### config.mk
export PLATFORM = sky130hd
export DESIGN_NAME = proc_mem_io
export DESIGN_NICKNAME = d
export VERILOG_FILES = /design/src/rtl/proc_mem_io.sv
export SDC_FILE = /design/constraint.sdc
export NUM_CORES = 2
export LEC_CHECK = 0
export ABC_AREA = 1
export CAP_MARGIN = 20
export CORE_MARGIN = 2
export CORE_UTILIZATION = 40
export DETAILED_ROUTE_END_ITERATION = 10
export PLACE_DENSITY = 0.55
export SYNTH_ARGS = -nofsm -noshare
export SYNTH_HDL_FRONTEND = slang
export SYNTH_SLANG_ARGS = --single-unit
### constraint.sdc
create_clock -name Clock -period 3.6 [get_ports Clock]
set_input_delay 0.36 -clock Clock [delete_from_list [all_inputs] [get_ports Clock]]
set_output_delay 0.36 -clock Clock [all_outputs]
set_load 0.02 [all_outputs]
### src/rtl/proc_mem_io.sv
// Memory and I/O subsystem for the 16-bit processor: RAM, LEDR register,
// synchronized switch port and a ready/valid output FIFO, all behind a 1-cycle read.
module proc_mem_io #(
  parameter int RAM_AW     = 7,
  parameter int FIFO_DEPTH = 8
) (
  input  logic        Clock,
  input  logic        Resetn,
  input  logic [15:0] ADDR,
  input  logic [15:0] DOUT,
  input  logic        W,
  output logic [15:0] DIN,
  input  logic [9:0]  SW,
  output logic [9:0]  LEDR,
  output logic [15:0] fifo_data,
  output logic        fifo_valid,
  input  logic        fifo_ready
);

  localparam int PW = $clog2(FIFO_DEPTH);
  localparam int CW = PW + 1;

  localparam logic [3:0] SEL_RAM  = 4'h0;
  localparam logic [3:0] SEL_LEDR = 4'h1;
  localparam logic [3:0] SEL_SW   = 4'h3;
  localparam logic [3:0] SEL_FDAT = 4'h4;
  localparam logic [3:0] SEL_FSTS = 4'h5;

  logic [15:0] ram [2**RAM_AW];
  logic [15:0] fifo_mem [FIFO_DEPTH];

  logic [15:0] din_q, din_d;
  logic [9:0]  ledr_q, ledr_d;
  logic [9:0]  sw_meta_q, sw_meta_d;
  logic [9:0]  sw_sync_q, sw_sync_d;
  logic [PW-1:0] rd_ptr_q, rd_ptr_d;
  logic [PW-1:0] wr_ptr_q, wr_ptr_d;
  logic [CW-1:0] count_q, count_d;
  logic        ovf_q, ovf_d;

  logic [3:0]        sel;
  logic [RAM_AW-1:0] ram_idx;
  logic [15:0]       ram_rd;
  logic [7:0]        count8;
  logic              full, empty;
  logic              ram_we, push_req, push, pop, ovf_clr;
  logic              unused_addr;

  assign sel         = ADDR[15:12];
  assign ram_idx     = ADDR[RAM_AW-1:0];
  assign unused_addr = ^ADDR[11:RAM_AW];

  assign full  = (count_q == CW'(FIFO_DEPTH));
  assign empty = (count_q == '0);

  assign ram_we   = W && (sel == SEL_RAM);
  assign push_req = W && (sel == SEL_FDAT);
  assign push     = push_req && !full;
  assign pop      = !empty && fifo_ready;
  assign ovf_clr  = W && (sel == SEL_FSTS);

  // Asynchronous array read feeding the DIN register gives old-data-on-write.
  assign ram_rd = ram[ram_idx];

  always_comb begin
    count8 = '0;
    count8[CW-1:0] = count_q;
  end

  always_comb begin
    din_d     = '0;
    ledr_d    = ledr_q;
    sw_meta_d = SW;
    sw_sync_d = sw_meta_q;
    rd_ptr_d  = rd_ptr_q;
    wr_ptr_d  = wr_ptr_q;
    count_d   = count_q;
    ovf_d     = ovf_q;

    unique case (sel)
      SEL_RAM:  din_d = ram_rd;
      SEL_LEDR: din_d = {6'b0, ledr_q};
      SEL_SW:   din_d = {6'b0, sw_sync_q};
      SEL_FSTS: din_d = {ovf_q, full, empty, 5'b0, count8};
      default:  din_d = '0;
    endcase

    if (W && (sel == SEL_LEDR)) ledr_d = DOUT[9:0];

    if (push) wr_ptr_d = wr_ptr_q + PW'(1);
    if (pop)  rd_ptr_d = rd_ptr_q + PW'(1);
    if (push && !pop)      count_d = count_q + CW'(1);
    else if (pop && !push) count_d = count_q - CW'(1);

    // A dropped push sets overflow even when a clear is not on the same edge.
    if (ovf_clr)                 ovf_d = 1'b0;
    else if (push_req && full)   ovf_d = 1'b1;
  end

  always_ff @(posedge Clock or negedge Resetn) begin
    if (!Resetn) begin
      din_q     <= '0;
      ledr_q    <= '0;
      sw_meta_q <= '0;
      sw_sync_q <= '0;
      rd_ptr_q  <= '0;
      wr_ptr_q  <= '0;
      count_q   <= '0;
      ovf_q     <= 1'b0;
    end else begin
      din_q     <= din_d;
      ledr_q    <= ledr_d;
      sw_meta_q <= sw_meta_d;
      sw_sync_q <= sw_sync_d;
      rd_ptr_q  <= rd_ptr_d;
      wr_ptr_q  <= wr_ptr_d;
      count_q   <= count_d;
      ovf_q     <= ovf_d;
    end
  end

  // Storage arrays carry no reset; occupancy is tracked by the pointers and count.
  always_ff @(posedge Clock) begin
    if (ram_we) ram[ram_idx] <= DOUT;
    if (push)   fifo_mem[wr_ptr_q] <= DOUT;
  end

  assign DIN        = din_q;
  assign LEDR       = ledr_q;
  assign fifo_valid = !empty;
  assign fifo_data  = fifo_mem[rd_ptr_q];

endmodule

==> results.md <==
* Status: complete, no violations
* Yosys warns at 0
* Crit path launch type: flop
* Die ar. at 237000 µm²
* Leakage power total at 43.3 nW
* Synth unique cells at 36
* Final Hold Fails at 0
* Initial DRC count at 5717
* Worst-path clk slew at 0.06 ns
* Max_slew headroom at 29.7%
* Seq/Total Area, Yosys at 71.7%
* Fmax at 0.290 GHz
* Simple-gate area share of the yosys netlist at 23.7%
* Largest net degree at the start of global routing at 135
* Grt ovf at 0
* Sequential share of power at 50.0%
* Reg-to-Reg End: count_q[3]
* Reg-to-reg startpoint: count_q[1]
* Starting Density at 40.1%
* Syn-to-layout area delta at 14.6%
* Number of setup violations in the final report at 0
* Number of synthesized register bits at 2233
* Worst Skew at 0.0644 ns
* Inst Count DP at 12000
* Min Tclk post-route at 3.45 ns
* Int Pwr at 43.6 mW
* # clock sinks at 2233
* Area after DPL at 99100 µm²
* Setup Buffers After CTS at 0
* Top cells by count, synth: 5341 x nand2_1, 2176 x edfxtp_1, 441 x nor2_1
* Final non-filler cell area at 107000 µm²
* GPL Wtd Cong at 0.881
* Routed len/inst at 21.0 µm
* Via/cell ratio at 4.98
* Clock power frac at 40.7%
* Psw at 13.9 mW
* Async SR Flop Fraction at 2.55%
* Tot Pwr at 57.5 mW
* Worst Hold End: fifo_mem[2][14]
* Setup TNS at 0 ns
* Worst-Margin Slew at 1.05 ns
* Root Buffer Master: clkbuf_16
* Synth Area in XOR/XNOR at 0.0564%
* FF-to-FF path depth at 14
* Yosys top cell area share at 70.2%
* Mux cell area share after synthesis at 0.121%
* Util after Layout at 46.0%
* Core ar. at 232000 µm²
* Post-Synth Adder-Cell Area at 0.0887%
* HPWL after DPL at 147000 µm
* Final net count at 9229
* Drc violations at 0
* Origin of the worst setup path: rd_ptr_q[1]
* Post-synth top area cell: edfxtp_1
* RSZ-0062 raised after global routing: no
* Non-Filler Instances at 12400
* Hold path startpoint: DOUT[14]
* Sw frac at 24.2%
* Hold path cells at 1
* Critical Path End Type: output port
* GRT Overall Usage at 21.8%
* TritonCTS clock tree: done
* Type of the worst setup path: reg2out
* Vias at 61900
* Row Count at 177
* R2R setup slack at 0.99 ns
* Die W at 486 µm
* Layout cells sized above 1 at 7.66%
* Compound-Gate Fraction of Synth Area at 1.63%
* PD cells at 539 nW/µm²
* # IOs at 89
* Most frequent cell after synthesis: nand2_1
* Port buffer count at 83
* Routed Wire Length at 261000 µm
* Die height at 486 µm
* Synth Instances at 8950
* Maxcap violations at 0
* Vias in the first global route at 59300
* Num CTS Buffers at 232
* H-Tree Depth at 4
* Mapped cell area at 93100 µm²
* Peak supply drop at 0.000515 V
* Final period utilization at 95.9%
* CP arrival at 3.09 ns
* Post-DRT Antenna Nets at 0
* Mapped Nets at 9002
* Post-synth top flop: edfxtp_1
* Max Root-Sink Buffers at 3
* Clock Latency Late Sink at 0.88 ns
* Main combinational cell family by area after synthesis: simple AND/OR/NAND/NOR gates
* Hold crit path type: in2reg
* Crit-path max FO at 16
* Mapped Avg Cell Area at 10.4 µm²
* EDFF count, synth at 2176
* DRT Pass-1 Iters at 6
* Worst Path Required at 3.24 ns
* First-pass GRT wire length at 386000 µm
* Area contributors post-synth: edfxtp_1 70%, nand2_1 22%, nor2_1 1.8%, dfrtp_1 1.5%, buf_2 1.0%
* Fin. max-slew vios at 0
* Initial antenna violation count at 11
* Logic gate share of total power at 9.3%
[layout make-up]
cell class	count	area, µm²
Multi-Input combinational cell	6152	23900
Clock inverter	131	1220
Clock buffer	301	6170
Tap cell	3043	3810
Timing Repair Buffer	442	4390
Antenna cell	6	15.0
Sequential cell	2233	66800
Fill cell	21200	125000
Inverter	116	462
[worst max-delay path by stage]
stage | endpoint | slack (ns) | cells past startpoint
after floorplan | fifo_mem[0][0] | 0.83 | 7
after global placement | ram[82][5] | 0.26 | 9
after detailed placement | ram[82][4] | 0.28 | 9
after CTS | fifo_data[9] | 0.0002 | 7
after global routing | fifo_data[0] | 0.01 | 7
final | fifo_data[3] | 0.15 | 7
[logic make-up (layout without fill, tap and decap cells)]
kind of cell | count (synthesis) | in the layout
multiplexers | 10 | 10
AND/OR/NAND/NOR | 5843 | 5843
buffers and inverters | 565 | 990
flip-flops | 2233 | 2233
adder cells (fa/ha/maj) | 6 | 6
AO/OA/AOI/OAI | 287 | 287
XOR/XNOR | 6 | 6
other | 0 | 6
[worst max-delay path: stages, from the launching register on]
cell	delay, ns
dfrtp_2	0.49
inv_1	0.10
buf_4	0.24
o21ai_0	0.14
o22ai_1	0.20
nor2_1	0.07
a31oi_1	0.29
clkdlybuf4s50_1	0.67
[state kept, by name, indices dropped and copies added, names as in the netlist]
register,count
DIN,16
LEDR,10
count_q,4
fifo_mem,128
ovf_q,1
ram,2048
rd_ptr_q,3
sw_meta_q,10
sw_sync_q,10
wr_ptr_q,3
[per-layer routing]
metal,up-vias,GRT usage [%],wire (µm)
li1,29700,-,-
met1,30100,30.7,115000
met2,1769,34.9,122000
met3,352,3.53,16900
met4,0,6.51,6960
met5,-,0,0
[stage by stage]
stage | setup slack [ns] | hold WS, ns
floorplan | 0.827 | 0.0644
global placement | 0.256 | 0.335
detailed placement | 0.281 | 0.335
CTS | 0.000209 | 0.00126
global route | 0.0102 | 0.0198
finish | 0.146 | 0.0277
[layout by cell type (no fill, tap or decap), types with 5 or more instances in the layout]
cell             instances
nand3_1                 27
clkinvlp_4               8
buf_6                   16
nor2_1                 438
edfxtp_1              2176
dlygate4sd3_1           21
clkbuf_1                63
a21oi_1                108
nand4_1                  8
nor3_2                   6
or2_2                    9
dfrtp_1                 55
clkbuf_16              236
o211ai_1                 7
mux2_2                  10
clkdlybuf4s50_1         58
diode_2                  6
ha_1                     5
nand2_1               5341
o21ai_1                 13
buf_12                  62
bufinv_16               19
clkinv_2                42
nor2_2                   5
o21ai_0                118
inv_1                  108
buf_4                  275
o22ai_1                 17
clkinv_1                54
a31oi_1                 15
[power by group through the flow]
stage	sequential, mW	combinational [mW]	clock (mW)
after floorplan	29.3	2.84	0
after global placement	29.3	5.27	0
after detailed placement	29.3	5.31	0
after CTS	28.8	5.34	23.8
after global routing	28.8	5.84	24.8
final	28.8	5.33	23.4
[what timing repair did]
action / CTS / global route
setup endpoints to repair: 7 / 9
cloned: 0 / 0
resized for setup: 6 / 5
endpoints found under the hold margin: 257 / 0
pin swaps: 0 / 0
hold buffers: 21 / 0
No activity file was read; power rests on OpenSTA's default activity.
